<file path="config.mk">
export PLATFORM = sky130hd
export DESIGN_NAME = i2c_target_regfile
export DESIGN_NICKNAME = d
export VERILOG_FILES = /design/src/rtl/i2c_pkg.sv /design/src/rtl/i2c_bus_monitor.sv /design/src/rtl/i2c_target_regfile.sv
export SDC_FILE = /design/constraint.sdc
export NUM_CORES = 1
export LEC_CHECK = 0
export CAP_MARGIN = 0
export CORE_MARGIN = 3
export CORE_UTILIZATION = 36
export DETAILED_ROUTE_END_ITERATION = 6
export SETUP_SLACK_MARGIN = 0.2
export SLEW_MARGIN = 20
export SYNTH_ARGS = -nofsm -noshare
export SYNTH_HDL_FRONTEND = slang
export SYNTH_HIERARCHICAL = 1
export SYNTH_SLANG_ARGS = --single-unit
</file>
<file path="constraint.sdc">
create_clock -name clk -period 2.4 [get_ports clk]
set_clock_uncertainty 0.1 [all_clocks]
set_input_delay 0.48 -clock clk [delete_from_list [all_inputs] [get_ports clk]]
set_output_delay 0.48 -clock clk [all_outputs]
set_load 0.1 [all_outputs]
</file>
<file path="src/rtl/i2c_pkg.sv">
// rtl/i2c_pkg.sv - shared types and constants for the I2C target register file
package i2c_pkg;

    typedef enum logic [3:0] {
        ST_IDLE,
        ST_ADDR,
        ST_ADDR_ACK,
        ST_PTR,
        ST_WR,
        ST_WR_ACK,
        ST_RD,
        ST_RD_ACK,
        ST_WAIT_STOP
    } i2c_state_t;

    localparam logic ACK  = 1'b0;
    localparam logic NACK = 1'b1;

    localparam logic [6:0] DEFAULT_SLAVE_ADDR = 7'h10;

endpackage

</file>
<file path="src/rtl/i2c_bus_monitor.sv">
// rtl/i2c_bus_monitor.sv - SCL/SDA synchronizers and bus event pulse generation
module i2c_bus_monitor (
    input  logic clk,
    input  logic reset,
    input  logic scl_in,
    input  logic sda_in,
    output logic scl_rise,
    output logic scl_fall,
    output logic start_det,
    output logic stop_det,
    output logic sda_level
);

    logic [1:0] scl_sync;
    logic [1:0] sda_sync;
    logic       scl_hist;
    logic       sda_hist;

    // Two-flop synchronizers plus a history flop; idle bus is high, so flops reset to 1
    // to avoid a spurious edge or START right after reset.
    always_ff @(posedge clk) begin
        if (reset) begin
            scl_sync  <= 2'b11;
            sda_sync  <= 2'b11;
            scl_hist  <= 1'b1;
            sda_hist  <= 1'b1;
            scl_rise  <= 1'b0;
            scl_fall  <= 1'b0;
            start_det <= 1'b0;
            stop_det  <= 1'b0;
            sda_level <= 1'b1;
        end else begin
            scl_sync  <= {scl_sync[0], scl_in};
            sda_sync  <= {sda_sync[0], sda_in};
            scl_hist  <= scl_sync[1];
            sda_hist  <= sda_sync[1];
            scl_rise  <= scl_sync[1] & ~scl_hist;
            scl_fall  <= ~scl_sync[1] & scl_hist;
            start_det <= scl_sync[1] & scl_hist & sda_hist & ~sda_sync[1];
            stop_det  <= scl_sync[1] & scl_hist & ~sda_hist & sda_sync[1];
            sda_level <= sda_sync[1];
        end
    end

endmodule

</file>
<file path="src/rtl/i2c_target_regfile.sv">
// rtl/i2c_target_regfile.sv - I2C target with a byte-addressed register file
module i2c_target_regfile
    import i2c_pkg::*;
#(
    parameter logic [6:0] SLAVE_ADDR = DEFAULT_SLAVE_ADDR,
    parameter int         DEPTH      = 16,
    localparam int        PTR_W      = $clog2(DEPTH)
) (
    input  logic             clk,
    input  logic             reset,
    input  logic             scl_in,
    input  logic             sda_in,
    output logic             sda_oe,
    output logic             busy,
    output logic             reg_wr_en,
    output logic [PTR_W-1:0] reg_wr_addr,
    output logic [7:0]       reg_wr_data
);

    logic scl_rise;
    logic scl_fall;
    logic start_det;
    logic stop_det;
    logic sda_level;

    i2c_bus_monitor u_bus_monitor (
        .clk       (clk),
        .reset     (reset),
        .scl_in    (scl_in),
        .sda_in    (sda_in),
        .scl_rise  (scl_rise),
        .scl_fall  (scl_fall),
        .start_det (start_det),
        .stop_det  (stop_det),
        .sda_level (sda_level)
    );

    i2c_state_t       state;
    logic [3:0]       bit_cnt;
    logic [7:0]       rx_shift;
    logic [7:0]       tx_shift;
    logic             rw_bit;
    logic [PTR_W-1:0] ptr;
    logic [7:0]       mem [DEPTH];

    // Protocol engine: receive bits on scl_rise, change SDA only on scl_fall,
    // START/STOP override whatever state we are in.
    always_ff @(posedge clk) begin
        if (reset) begin
            state       <= ST_IDLE;
            bit_cnt     <= 4'd0;
            rx_shift    <= 8'h00;
            tx_shift    <= 8'h00;
            rw_bit      <= 1'b0;
            ptr         <= '0;
            sda_oe      <= 1'b0;
            busy        <= 1'b0;
            reg_wr_en   <= 1'b0;
            reg_wr_addr <= '0;
            reg_wr_data <= 8'h00;
            for (int i = 0; i < DEPTH; i++) begin
                mem[i] <= 8'h00;
            end
        end else begin
            reg_wr_en <= 1'b0;
            if (start_det) begin
                state   <= ST_ADDR;
                bit_cnt <= 4'd0;
                sda_oe  <= 1'b0;
                busy    <= 1'b0;
            end else if (stop_det) begin
                state  <= ST_IDLE;
                sda_oe <= 1'b0;
                busy   <= 1'b0;
            end else begin
                case (state)
                    ST_IDLE, ST_WAIT_STOP: begin
                        sda_oe <= 1'b0;
                    end
                    ST_ADDR, ST_PTR, ST_WR: begin
                        if (scl_rise && bit_cnt != 4'd8) begin
                            rx_shift <= {rx_shift[6:0], sda_level};
                            bit_cnt  <= bit_cnt + 4'd1;
                        end else if (scl_fall && bit_cnt == 4'd8) begin
                            bit_cnt <= 4'd0;
                            if (state == ST_ADDR) begin
                                if (rx_shift[7:1] == SLAVE_ADDR) begin
                                    rw_bit <= rx_shift[0];
                                    sda_oe <= 1'b1;
                                    busy   <= 1'b1;
                                    state  <= ST_ADDR_ACK;
                                end else begin
                                    state <= ST_WAIT_STOP;
                                end
                            end else if (state == ST_PTR) begin
                                ptr    <= rx_shift[PTR_W-1:0];
                                sda_oe <= 1'b1;
                                state  <= ST_WR_ACK;
                            end else begin
                                mem[ptr]    <= rx_shift;
                                reg_wr_en   <= 1'b1;
                                reg_wr_addr <= ptr;
                                reg_wr_data <= rx_shift;
                                ptr         <= ptr + PTR_W'(1);
                                sda_oe      <= 1'b1;
                                state       <= ST_WR_ACK;
                            end
                        end
                    end
                    ST_ADDR_ACK: begin
                        if (scl_fall) begin
                            if (rw_bit) begin
                                // First read bit goes out on the same edge that ends the ACK.
                                sda_oe   <= ~mem[ptr][7];
                                tx_shift <= {mem[ptr][6:0], 1'b0};
                                bit_cnt  <= 4'd1;
                                state    <= ST_RD;
                            end else begin
                                sda_oe  <= 1'b0;
                                bit_cnt <= 4'd0;
                                state   <= ST_PTR;
                            end
                        end
                    end
                    ST_WR_ACK: begin
                        if (scl_fall) begin
                            sda_oe  <= 1'b0;
                            bit_cnt <= 4'd0;
                            state   <= ST_WR;
                        end
                    end
                    ST_RD: begin
                        if (scl_fall) begin
                            if (bit_cnt == 4'd8) begin
                                sda_oe <= 1'b0;
                                ptr    <= ptr + PTR_W'(1);
                                state  <= ST_RD_ACK;
                            end else begin
                                sda_oe   <= ~tx_shift[7];
                                tx_shift <= {tx_shift[6:0], 1'b0};
                                bit_cnt  <= bit_cnt + 4'd1;
                            end
                        end
                    end
                    ST_RD_ACK: begin
                        if (scl_rise) begin
                            if (sda_level == NACK) begin
                                busy  <= 1'b0;
                                state <= ST_WAIT_STOP;
                            end else begin
                                tx_shift <= mem[ptr];
                                bit_cnt  <= 4'd0;
                                state    <= ST_RD;
                            end
                        end
                    end
                    default: begin
                        sda_oe <= 1'b0;
                        state  <= ST_IDLE;
                    end
                endcase
            end
        end
    end

endmodule

</file>
==> results.sh, run 1 <==
export IMPL_async_flop_share=0
export IMPL_insertion_delay_ps=440
export IMPL_portBuffers=18
export IMPL_finalNetCount=771
export IMPL_root_buffer="clkbuf_16"
export IMPL_required_ps=2440
export IMPL_synth_cell_type_count=63
export IMPL_wire_per_inst_um=20.7
export IMPL_antenna_diode_count=0
export IMPL_hold_path_class="reg2reg"
export IMPL_worst_ep_arrival_time_ps=2190
export IMPL_synth_cells=721
export IMPL_vias=5840
export IMPL_syn_area_mm2=0.00880
export IMPL_synth_avg_cell_area_um2=12.2
export IMPL_yosysSeqAreaShare=0.569
export IMPL_ctsHoldBuffers=0
export IMPL_drive_above_1_share=0.253
export IMPL_initial_core_util=0.371
export IMPL_grt_max_degree=60
export IMPL_rr_startpoint="state[0]"
export IMPL_die_area_mm2=0.0264
export IMPL_synthToLayoutAreaGrowth_pct=17.5
export IMPL_drt_total_wl_um=22600
export IMPL_drtPass1Iterations=7
export IMPL_yosysMostFrequentCell="and2_1"
export IMPL_hold_end="u_bus_monitor/scl_sync[1]"
export IMPL_fmax_mhz=466
export IMPL_rows=56
export IMPL_grt_pass1_vias=5668
export IMPL_synth_ff_type="edfxtp_1"
export IMPL_setup_tns_final_ps=0
export IMPL_gp_congestion=0.847
export IMPL_drc=0
export IMPL_whs_path_depth=1
export IMPL_dr_first_iter_drc_count=527
export IMPL_io_pins=19
export IMPL_power_density_mw_per_mm2=638
export IMPL_cts_sinks=186
export IMPL_max_slew_margin=0.526
export IMPL_chipHeight_um=162
export IMPL_grt_overflow=0
export IMPL_cpMaxStageDelayCell="or3b_4"
export IMPL_worstSetupStartpointType="register"
export IMPL_worstMarginPinSlew_ps=710
export IMPL_clock_path_buffers=2
export IMPL_cts_tree="built"
export IMPL_cp_max_fo=8
export IMPL_cpPeakStageDelay_ps=450
export IMPL_ctsHtreeMaxLevel=4
export IMPL_synth_seq_cells=186
export IMPL_postRouteAntennaNets=0
export IMPL_fp_coreArea_mm2=0.0238
export IMPL_slew_violations=0
export IMPL_crit_path_end_kind="register"
export IMPL_numCtsBuffers=17
export IMPL_cp_cell_sequence="or3b_4 -> nor4_4 -> buf_6 -> nand2_2 -> nor2_2 -> or2_4"
export IMPL_min_from="u_bus_monitor/scl_sync[0]"
export IMPL_antenna_found_initial=0
export IMPL_design_area_mm2=0.0103
export IMPL_yosys_top_cells_count="and2_1 (129), edfxtp_1 (128), dfxtp_1 (58)"
export IMPL_setup_violations=0
export IMPL_synth_area_leaders="edfxtp_1 (44%), dfxtp_1 (13%), and2_1 (9.2%), mux4_2 (7.2%), mux2i_1 (3.9%)"
export IMPL_hold_viol=0
export IMPL_grt_usage=0.176
export IMPL_synth_area_leader_cell="edfxtp_1"
export IMPL_yosys_area_top_type_share=0.437
export IMPL_clk_pin_slew_ps=70
export IMPL_syn_nets=731
export IMPL_power_leakage_nw=3.64
export IMPL_post_dp_cell_area_mm2=0.00973
export IMPL_r2r_setup_slack_ps=250
export IMPL_detailed_place_hpwl_um=15500
export IMPL_fp_dieW_um=162
export IMPL_via_per_inst=5.34
export IMPL_ys_warn_count=6
export IMPL_rsz0062_at_grt="true"
export IMPL_synth_edf_count=128
export IMPL_ir_drop_uv=458
export IMPL_grt_pass1_wl_um=34500
export IMPL_max_cap_violations=0
export IMPL_r2r_end="mem[5][0]"
export IMPL_path_class="reg2reg"
export IMPL_status="completed"
export IMPL_fin_crit_ps=2150
export IMPL_rr_worst_depth=6
export IMPL_period_share=0.894
metal layers:
| metal | share of wire | GRT usage | wire length [µm] | vias up |
|---|---|---|---|---|
| met2 | 0.50 | 0.294 | 11200 | 170 |
| met3 | 0.052 | 0.0249 | 1180 | 27 |
| met5 | 0 | 0 | 0 | - |
| met1 | 0.44 | 0.236 | 9850 | 2934 |
| li1 | - | - | - | 2709 |
| met4 | 0.016 | 0.0605 | 360 | 0 |
worst max-delay path: cells and delay by family (launching register included):
kind	cells	cell delay, ps
AND/OR/NAND/NOR	5	1240
buffers and inverters	1	180
flip-flops	1	320
final cells by class:
class	instances	area, µm²
Sequential cell	186	5010
Clock inverter	14	131
Tap cell	319	399
Fill cell	2140	13400
Timing Repair Buffer	72	597
Clock buffer	18	429
Inverter	9	33.8
Multi-Input combinational cell	475	3750
worst max-delay path by stage:
stage / from / endpoint / slack, ps
final: state[0] / mem[5][0] / 250
after floorplan: bit_cnt[0] / mem[1][0] / 130
after CTS: bit_cnt[0] / reg_wr_addr[1] / 210
after global routing: bit_cnt[0] / mem[5][2] / 150
after global placement: reset / mem[5][0] / 140
after detailed placement: reset / mem[5][0] / 100
what timing repair did:
item,CTS,global route
cloned,0,0
resized for setup,1,10
pin swaps,1,1
endpoints found under the setup margin,69,74
setup buffers,0,1
power by group:
part	total, mW	internal, mW	leakage, nW	switching, mW
Combinational	0.321	0.125	1.57	0.196
Clock	2.73	1.38	0.281	1.35
Sequential	3.55	3.50	1.79	0.0474
metrics by stage:
stage          cells  hold slack (ps)  setup WS [ps]  utilization  power (mW)
2_1_floorplan    721              283            132            -        3.83
3_3_place_gp    1060              295            136        0.410        3.93
3_5_place_dp    1060              295            102        0.410        3.94
4_1_cts         1092              312            208        0.433        6.62
5_1_grt         1093              347            151        0.436        6.78
6_report        1093              311            255        0.436        6.60
flip-flops by register name, summed over array words and instances, names as in the netlist, named ones only:
register	cells
mem	128
reg_wr_data	8
rx_shift	8
tx_shift	8
bit_cnt	4
ptr	4
reg_wr_addr	4
state	4
u_bus_monitor/scl_sync	2
u_bus_monitor/sda_sync	2
busy	1
reg_wr_en	1
rw_bit	1
sda_oe	1
u_bus_monitor/scl_fall	1
u_bus_monitor/scl_hist	1
u_bus_monitor/scl_rise	1
u_bus_monitor/sda_hist	1
u_bus_monitor/start_det	1
u_bus_monitor/stop_det	1
layout by cell type (no fill, tap or decap), drive strengths merged, types with 3 or more instances in the layout:
cell type / instances
nor3b: 6
nand4b: 3
nand2b: 9
nor3: 6
nand3: 18
a22o: 3
nand2: 29
a21oi: 15
dfxtp: 58
a22oi: 9
or2: 26
nor2b: 6
edfxtp: 128
a41oi: 4
nand3b: 9
and3: 4
mux2i: 34
clkbuf: 18
o21bai: 3
and2: 129
mux4: 28
a211oi: 12
a31oi: 6
o21ai: 13
clkinv: 4
buf: 70
ha: 6
inv: 19
nor2: 56
logic make-up (layout without fill, tap and decap cells):
family                   count (synthesis)  in the layout  share of synthesized area
buffers and inverters                   60            113                     0.0276
AO/OA/AOI/OAI                           87             87                     0.0694
adder cells (fa/ha/maj)                  6              6                    0.00853
flip-flops                             186            186                      0.569
AND/OR/NAND/NOR                        318            318                      0.213
multiplexers                            64             64                      0.113
(Power assumes the default switching activity.)
==> run 2: changes to the inputs <==
RECOVER_POWER = 100   (was not set)
SKIP_LAST_GASP = 1   (was not set)
clock period = 1.9 ns   (was 2.4 ns; I/O delays follow)
==> run 2 against run 1 <==
  * The flow now finishes with violations (negative setup slack)
  * Via count grew 6.1%
  * Non-clock buffer count grew 69
  * First-iteration DRC count shrank 11%
  * Utilization grew 5.7 points
  * Critical path depth grew 2
  * Design area grew 13%
  * Power grew 33%
  * Wire length grew 7.8%
  * Die area is the same
  * Critical endpoint is now mem[6][7]
  * Largest power group unchanged
==> results.sh, run 2 (synthesis results as in run 1) <==
export IMPL_status="finished, violations left"
export IMPL_violations="negative setup slack"
export IMPL_path_class="reg2reg"
export IMPL_vias=6197
export IMPL_layout_common_cells="edfxtp_1 (128), and2_1 (111), buf_4 (84)"
export IMPL_power_density_mw_per_mm2=749
export IMPL_detailed_place_hpwl_um=16000
export IMPL_period_share=1.10
export IMPL_setup_ws_ps=-187
export IMPL_worstSetupStartpointType="register"
export IMPL_p_total_mw=8.76
export IMPL_use_met2=0.310
export IMPL_dr_first_iter_drc_count=471
export IMPL_worst_ep_arrival_time_ps=2110
export IMPL_clk_pin_slew_ps=80
export IMPL_portBuffers=18
export IMPL_finalNetCount=840
export IMPL_required_ps=1920
export IMPL_design_area_mm2=0.0117
export IMPL_wire_per_inst_um=21.0
export IMPL_cts_tree="built"
export IMPL_fill_cells=2025
export IMPL_root_buffer="clkbuf_16"
export IMPL_hold_end="state[1]"
export IMPL_dp_cells=1095
export IMPL_largest_reg_flops=128
export IMPL_ctsHtreeMaxLevel=4
export IMPL_synthToLayoutAreaGrowth_pct=32.8
export IMPL_fin_crit_ps=2090
export IMPL_r2r_setup_slack_ps=-190
export IMPL_setup_violations=301
export IMPL_fmax_mhz=479
export IMPL_met3_usage=0.0387
export IMPL_antenna_diode_count=0
export IMPL_rr_startpoint="bit_cnt[0]"
export IMPL_rr_worst_depth=8
export IMPL_setup_tns_final_ps=-31520
export IMPL_postRouteAntennaNets=0
export IMPL_chipHeight_um=162
export IMPL_max_cap_violations=0
export IMPL_clock_path_buffers=2
export IMPL_whs_path_depth=4
export IMPL_place_ws_ps=-395
export IMPL_drt_total_wl_um=24400
export IMPL_ir_drop_uv=562
export IMPL_antenna_found_initial=0
export IMPL_grt_usage=0.188
export IMPL_io_pins=19
export IMPL_power_leakage_nw=4.20
export IMPL_cts_sinks=186
export IMPL_gp_congestion=0.855
export IMPL_layout_commonest_cell="edfxtp_1"
export IMPL_initial_core_util=0.371
export IMPL_numCtsBuffers=17
export IMPL_regMostFlops="mem"
export IMPL_drtPass1Iterations=5
export IMPL_finalNonFillerCells=1162
export IMPL_crit_path_end_kind="register"
export IMPL_via_per_inst=5.33
export IMPL_rows=56
export IMPL_r2r_end="mem[6][7]"
export IMPL_grt_pass1_wl_um=37200
export IMPL_drive_above_1_share=0.396
export IMPL_grt_max_degree=60
export IMPL_grt_overflow=0
export IMPL_post_dp_cell_area_mm2=0.0102
export IMPL_hold_path_class="in2reg"
export IMPL_insertion_delay_ps=440
export IMPL_slew_violations=0
export IMPL_hold_viol=0
export IMPL_grt_use_met1=0.250
export IMPL_fp_coreArea_mm2=0.0238
export IMPL_die_area_mm2=0.0264
export IMPL_grt_pass1_vias=6250
export IMPL_seqCellArea_mm2=0.00502
export IMPL_drc=0
export IMPL_grt_busiest_layer="met2"
export IMPL_cp_max_fo=8
export IMPL_fp_dieW_um=162
export IMPL_rsz0062_at_grt="true"
export IMPL_worstMarginPinSlew_ps=734
export IMPL_min_from="reset"
export IMPL_max_slew_margin=0.511
export IMPL_multi_input_area_mm2=0.00411
run 2: worst max-delay path by stage:
stage,start,to,cells after the start
final,bit_cnt[0],mem[6][7],8
after global routing,bit_cnt[0],mem[1][5],8
after CTS,bit_cnt[0],mem[5][5],8
after detailed placement,reset,mem[0][0],7
after global placement,reset,mem[5][7],7
after floorplan,reset,mem[11][0],6
run 2: power breakdown:
part           internal (mW)  total (mW)  switching (mW)
clock network           1.89        3.60            1.72
logic                  0.341       0.671           0.330
registers               4.42        4.48          0.0615
run 2: timing repair:
| action | CTS | global route |
|---|---|---|
| hold buffers | 0 | 0 |
| pin swaps | 34 | 15 |
| gates resized for setup | 76 | 49 |
| buffers inserted | 22 | 8 |
| setup endpoints to repair | 303 | 303 |
| cloned | 3 | 2 |
run 2: critical path: stages, from the launching register on:
cell and delay [ps]:
dfxtp_2 330, inv_2 70, ha_4 150, nand4b_1 230
nor4_4 220, buf_6 210, nand2_4 110, nor2_2 140
or2_4 200
run 2: per-stage QoR:
stage                     utilization  hold WS [ps]
final                           0.492           304
after detailed placement        0.431           305
after CTS                       0.481           282
after global placement          0.431           304
after global routing            0.492           290
after floorplan                     -           283
run 2: final cells by class:
cell class / count / area share
sequential: 186 / 0.429
multi-input combinational: 475 / 0.352
timing repair buffer: 141 / 0.130
clock buffer: 17 / 0.0364
tap: 319 / 0.0341
clock inverter: 15 / 0.0151
inverter: 9 / 0.00289
run 2: metal layers:
layer	vias to the layer above	wire length, µm
li1	2846	-
met1	3131	10500
met2	173	11900
met3	47	1210
met4	0	747
met5	-	0
